===== src/rtl/fwd_scoreboard.sv =====
// fwd_scoreboard: forwarding and hazard unit for the pipelined MIPS core.
// A shift-register scoreboard holds one entry per post-ID stage (stage 0 = EX).
// From it the unit drives the EX and ID forwarding selects and a load-use or
// branch stall.
// Optional build macro FWD_PERF_CNT_EN adds a saturating 16-bit stall_count output.
module fwd_scoreboard #(
    parameter int DEPTH      = 3,
    parameter int REG_W      = 5,
    parameter int SEL_W      = $clog2(DEPTH + 1),
    parameter int LOAD_READY = 2
) (
    input  logic             clk,
    input  logic             rst,
    input  logic [REG_W-1:0] id_rs,
    input  logic [REG_W-1:0] id_rt,
    input  logic [REG_W-1:0] id_rd,
    input  logic             id_regWrite,
    input  logic             id_memRead,
    input  logic             id_branch,
    input  logic             id_flush,
    input  logic [REG_W-1:0] ex_rs,
    input  logic [REG_W-1:0] ex_rt,
    output logic [SEL_W-1:0] ex_muxA,
    output logic [SEL_W-1:0] ex_muxB,
    output logic [SEL_W-1:0] id_muxA,
    output logic [SEL_W-1:0] id_muxB,
    output logic             stall
`ifdef FWD_PERF_CNT_EN
    ,
    output logic [15:0]      stall_count
`endif
);

    // Scoreboard: index k is the instruction currently in post-ID stage k.
    logic [DEPTH-1:0] sb_vld;
    logic [DEPTH-1:0] sb_load;
    logic [REG_W-1:0] sb_rd [DEPTH];

    // Sources are handled as pairs so rs and rt share one lookup loop.
    logic [REG_W-1:0] ex_src [2];
    logic [REG_W-1:0] id_src [2];
    logic [SEL_W-1:0] ex_sel [2];
    logic [SEL_W-1:0] id_sel [2];
    logic [1:0]       id_stall;

    assign ex_src[0] = ex_rs;
    assign ex_src[1] = ex_rt;
    assign id_src[0] = id_rs;
    assign id_src[1] = id_rt;

    // Youngest-match lookup for EX and ID operands, with the readiness test.
    always_comb begin
        logic ex_hit;
        logic id_hit;
        int   rdy_lvl;
        ex_hit   = 1'b0;
        id_hit   = 1'b0;
        rdy_lvl  = 0;
        id_stall = '0;
        for (int s = 0; s < 2; s++) begin
            ex_sel[s] = '0;
            id_sel[s] = '0;
            ex_hit    = 1'b0;
            id_hit    = 1'b0;
            // Stage 0 is the EX instruction itself, so the EX search starts at stage 1.
            for (int k = 1; k < DEPTH; k++) begin
                if (!ex_hit && sb_vld[k] && sb_rd[k] == ex_src[s] && ex_src[s] != '0) begin
                    ex_hit    = 1'b1;
                    ex_sel[s] = SEL_W'(k);
                end
            end
            // Only the youngest match counts; older entries with the same rd are shadowed.
            for (int k = 0; k < DEPTH; k++) begin
                if (!id_hit && sb_vld[k] && sb_rd[k] == id_src[s] && id_src[s] != '0) begin
                    id_hit  = 1'b1;
                    rdy_lvl = sb_load[k] ? LOAD_READY : 1;
                    if (id_branch) begin
                        if (k >= rdy_lvl)
                            id_sel[s] = SEL_W'(k);
                        else
                            id_stall[s] = 1'b1;
                    end else if (k + 1 < rdy_lvl) begin
                        // The producer will still not be ready once the consumer reaches EX.
                        id_stall[s] = 1'b1;
                    end
                end
            end
        end
    end

    assign ex_muxA = ex_sel[0];
    assign ex_muxB = ex_sel[1];
    assign id_muxA = id_sel[0];
    assign id_muxB = id_sel[1];
    assign stall   = |id_stall;

    // Shift the valid bits; a stalled or flushed ID instruction becomes a bubble.
    always_ff @(posedge clk or posedge rst) begin
        if (rst) begin
            sb_vld <= '0;
        end else begin
            for (int k = DEPTH - 1; k > 0; k--)
                sb_vld[k] <= sb_vld[k-1];
            sb_vld[0] <= !stall && !id_flush && id_regWrite && (id_rd != '0);
        end
    end

    // Shift the entry payload; it is only meaningful where the valid bit is set.
    always_ff @(posedge clk) begin
        for (int k = DEPTH - 1; k > 0; k--) begin
            sb_rd[k]   <= sb_rd[k-1];
            sb_load[k] <= sb_load[k-1];
        end
        sb_rd[0]   <= id_rd;
        sb_load[0] <= id_memRead;
    end

`ifdef FWD_PERF_CNT_EN
    // Count cycles lost to stalls; a flushed cycle is not counted, and the count saturates.
    always_ff @(posedge clk or posedge rst) begin
        if (rst)
            stall_count <= '0;
        else if (stall && !id_flush && stall_count != 16'hFFFF)
            stall_count <= stall_count + 16'd1;
    end
`endif

endmodule

===== config.mk =====
export PLATFORM = sky130hd
export DESIGN_NAME = fwd_scoreboard
export DESIGN_NICKNAME = d
export VERILOG_FILES = /design/src/rtl/fwd_scoreboard.sv
export SDC_FILE = /design/constraint.sdc
export NUM_CORES = 1
export LEC_CHECK = 0
export BUFFER_PORTS_ARGS = -buffer_cell sky130_fd_sc_hd__buf_2
export CAP_MARGIN = 20
export CORE_UTILIZATION = 53
export DETAILED_ROUTE_END_ITERATION = 7
export GPL_TIMING_DRIVEN = 0
export HOLD_SLACK_MARGIN = 0.15
export MAX_ROUTING_LAYER = met4
export PLACE_DENSITY_LB_ADDON = 0.3
export SLEW_MARGIN = 20
export SYNTH_ARGS = -nofsm -noshare
export SYNTH_HDL_FRONTEND = slang
export SYNTH_SLANG_ARGS = --single-unit

===== constraint.sdc =====
create_clock -name clk -period 6.4 [get_ports clk]
set_input_delay 1.92 -clock clk [delete_from_list [all_inputs] [get_ports clk]]
set_output_delay 1.92 -clock clk [all_outputs]
set_load 0.03 [all_outputs]

==> results.sh <==
export IMPL_layout_drive_gt1_share=0.3212
export IMPL_overflow=0
export IMPL_synth_cell_types=26
export IMPL_switching_share=0.2742
export IMPL_cts_root_buf="clkbuf_4"
export IMPL_clk_pin_slew_ns=0.10
export IMPL_routabilityCongestion=0.8232
export IMPL_hold_class="reg2reg"
export IMPL_grt_pass1_wl_um=4478
export IMPL_hold_ws_ns=0.3596
export IMPL_hold_viol_final=0
export IMPL_ant_nets=0
export IMPL_slew_violations=0
export IMPL_io_buffer_count=39
export IMPL_period_needed_ns=5.331
export IMPL_rsz0062_at_grt="false"
export IMPL_drt_initial_drc_count=16
export IMPL_cpMaxStageDelayCell="or4_1"
export IMPL_p_seq_frac=0.525
export IMPL_cts_buffers=3
export IMPL_syn_num_nets=153
export IMPL_required_ns=4.48
export IMPL_dp_cells=188
export IMPL_ios=40
export IMPL_p_int_uw=194.5
export IMPL_startpoint="id_rs[0]"
export IMPL_async_flop_share=0.1500
export IMPL_p_comb_frac=0.203
export IMPL_grt_usage=0.2503
export IMPL_cts_htree_levels=1
export IMPL_initial_core_util=0.5833
export IMPL_drc=0
export IMPL_cp_start_kind="input pin"
export IMPL_ctsResizeCount=0
export IMPL_avgRoutedWirePerCell_um=14.29
export IMPL_die_y_um=49.41
export IMPL_clock_sinks=20
export IMPL_synth_edf_count=0
export IMPL_cts_buffer_depth=2
export IMPL_peakVddDrop_uv=202.8
export IMPL_arrival_ns=3.41
export IMPL_vias=1066
export IMPL_die_w_um=49.41
export IMPL_period_share=0.8330
export IMPL_crit_type="in2out"
export IMPL_crit_path_frequent_cell="buf_2"
export IMPL_crit_path_end="stall"
export IMPL_yosys_warnings=0
export IMPL_ys_seq_area_frac=0.3487
export IMPL_slew_headroom=0.6408
export IMPL_setup_violations=0
export IMPL_setup_tns_ns=0
export IMPL_wl_um=2744
export IMPL_outcome="finished clean"
export IMPL_r2r_start="sb_rd[0][2]"
export IMPL_grt_antenna_before_repair=0
export IMPL_ff2ff_path_depth=6
export IMPL_synthFlopType="dfxtp_1"
export IMPL_dieArea_sq_mm=0.002441
export IMPL_syn_inst=122
export IMPL_max_stage_delay_ns=0.53
export IMPL_clkLatencyLatePin_ns=0.30
export IMPL_worst_pin_slew_ns=0.5338
export IMPL_hpwl_um=2222
export IMPL_final_cells=192
export IMPL_synthesis_area_sq_mm=0.001191
export IMPL_cts_tree="done"
export IMPL_p_per_area_mw_per_mm2=183.9
export IMPL_r2r_setup_slack_ns=4.62
export IMPL_grt_max_degree=12
export IMPL_fmax_mhz=187.6
export IMPL_grt_pass1_vias=1018
export IMPL_r2r_end="sb_vld[0]"
export IMPL_core_sq_mm=0.002042
export IMPL_viasPerCell=5.552
export IMPL_firstDrtPassIters=4
export IMPL_leakagePower_uw=0.0005840
export IMPL_antenna_cells=0
export IMPL_post_cts_setup_buffer_count=0
export IMPL_layout_nets=197
export IMPL_fp_row_count=16
export IMPL_crit_path_end_kind="output pin"
export IMPL_areaGrowthSynthToFinish_pct=22.27
export IMPL_avgSynthCellArea_sq_um=9.763
export IMPL_maxCapViolCount=0
export IMPL_ys_ff_latch=20
export IMPL_finalClockSkew_ns=0.01288
export IMPL_postCtsHoldBufs=0
export IMPL_crit_chain="buf_2 > or4_1 > nor2_2 > or3_2 > a22oi_2 > o21ai_2 > buf_2"
export IMPL_switchingPower_uw=73.45
export IMPL_p_clk_frac=0.272
export IMPL_cp_max_fo=4
[cells in the mapped netlist, types with 2 or more instances]
cell / count / area (sq um)
xnor2_1: 36 / 315.3
dfxtp_1: 17 / 340.3
xor2_1: 12 / 105.1
nand4_1: 9 / 56.30
nand2_1: 6 / 22.52
nor4_1: 6 / 37.54
or4_1: 5 / 37.54
nor3_1: 4 / 20.02
clkbuf_1: 3 / 11.26
dfrtp_1: 3 / 75.07
inv_1: 3 / 11.26
nor2_1: 3 / 11.26
nor2_2: 2 / 12.51
[sequential cells by signal, indices dropped and copies added (netlist names)]
name and cells:
sb_rd 15, sb_load 2, sb_vld 3
[critical path: cells and delay by family]
family | cells | cell delay [ns]
AND/OR/NAND/NOR | 3 | 0.87
buffers and inverters | 2 | 0.36
AO/OA/AOI/OAI | 2 | 0.26
[layer usage]
metal,track usage,share of wire,vias up
met5,-,0,-
met1,0.2863,0.42,491
met3,0.03738,0.060,6
li1,-,-,517
met4,0.09048,0.020,0
met2,0.4406,0.50,52
[how the worst min path moves through the flow]
| stage | start | end | slack, ns | cells past startpoint |
|---|---|---|---|---|
| 2_1_floorplan | sb_rd[0][7] | sb_rd[0][12] | 0.33 | 0 |
| 3_3_place_gp | sb_rd[0][9] | sb_rd[0][14] | 0.34 | 0 |
| 3_5_place_dp | sb_rd[0][7] | sb_rd[0][12] | 0.34 | 0 |
| 4_1_cts | sb_rd[0][7] | sb_rd[0][12] | 0.36 | 0 |
| 5_1_grt | sb_rd[0][9] | sb_rd[0][14] | 0.37 | 0 |
| 6_report | sb_rd[0][7] | sb_rd[0][12] | 0.36 | 0 |
[cells in the final DEF (no fill, tap or decap)]
| cell type | n |
|---|---|
| nor3_1 | 4 |
| nand2_1 | 6 |
| o21ai_2 | 1 |
| buf_2 | 39 |
| dfrtp_1 | 3 |
| xor2_1 | 12 |
| or4_2 | 1 |
| or4_1 | 5 |
| clkbuf_4 | 3 |
| xnor2_1 | 36 |
| nand4_1 | 9 |
| a221oi_1 | 1 |
| nor2_1 | 3 |
| and4b_1 | 1 |
| dfxtp_1 | 17 |
| clkbuf_1 | 3 |
| nor4_2 | 1 |
| clkbuf_8 | 1 |
| nand3b_1 | 1 |
| nor4_1 | 6 |
| o22ai_4 | 1 |
| inv_1 | 3 |
| a22oi_2 | 1 |
| o22ai_1 | 1 |
| nor2_2 | 2 |
| or3_1 | 1 |
| nor4b_2 | 1 |
| and4b_2 | 1 |
| or3_2 | 1 |
[per-stage QoR]
stage	worst slack (ns)	instance area [sq um]	power (uW)	util
after floorplan	0.7296	1191	173.9	-
after global placement	1.110	1420	194.8	0.6955
after CTS	1.063	1456	269.0	0.7132
final	1.069	1456	267.9	0.7132
after global routing	0.9893	1456	280.5	0.7132
after detailed placement	1.087	1420	197.7	0.6955
[cell families after synthesis]
| kind of cell | Yosys count | synth area share |
|---|---|---|
| AOI/OAI and AO/OA | 5 | 0.04727 |
| xor gates and xnor gates | 48 | 0.3529 |
| buffers and inverters | 6 | 0.01891 |
| DFF | 20 | 0.3487 |
| and+or+nand+nor | 43 | 0.2321 |
[area by class of cell]
type,count,area (sq um)
multi-input cells,96,753.2
flip-flops and latches,20,415.4
well taps,27,33.78
clock buffers,4,36.28
repair buffers,39,195.2
fillers,163,585.6
inverters,3,11.26
plain buffers,3,11.26
[power groups by stage]
stage                     Clock, uW  Combinational, uW  Sequential, uW
after global placement            0               51.6             143
after floorplan                   0               33.4             141
after global routing           79.8               59.2             141
after CTS                      74.0               54.4             141
after detailed placement          0               54.2             144
final                          72.8               54.4             141
No activity file was read; power rests on OpenSTA's default activity.
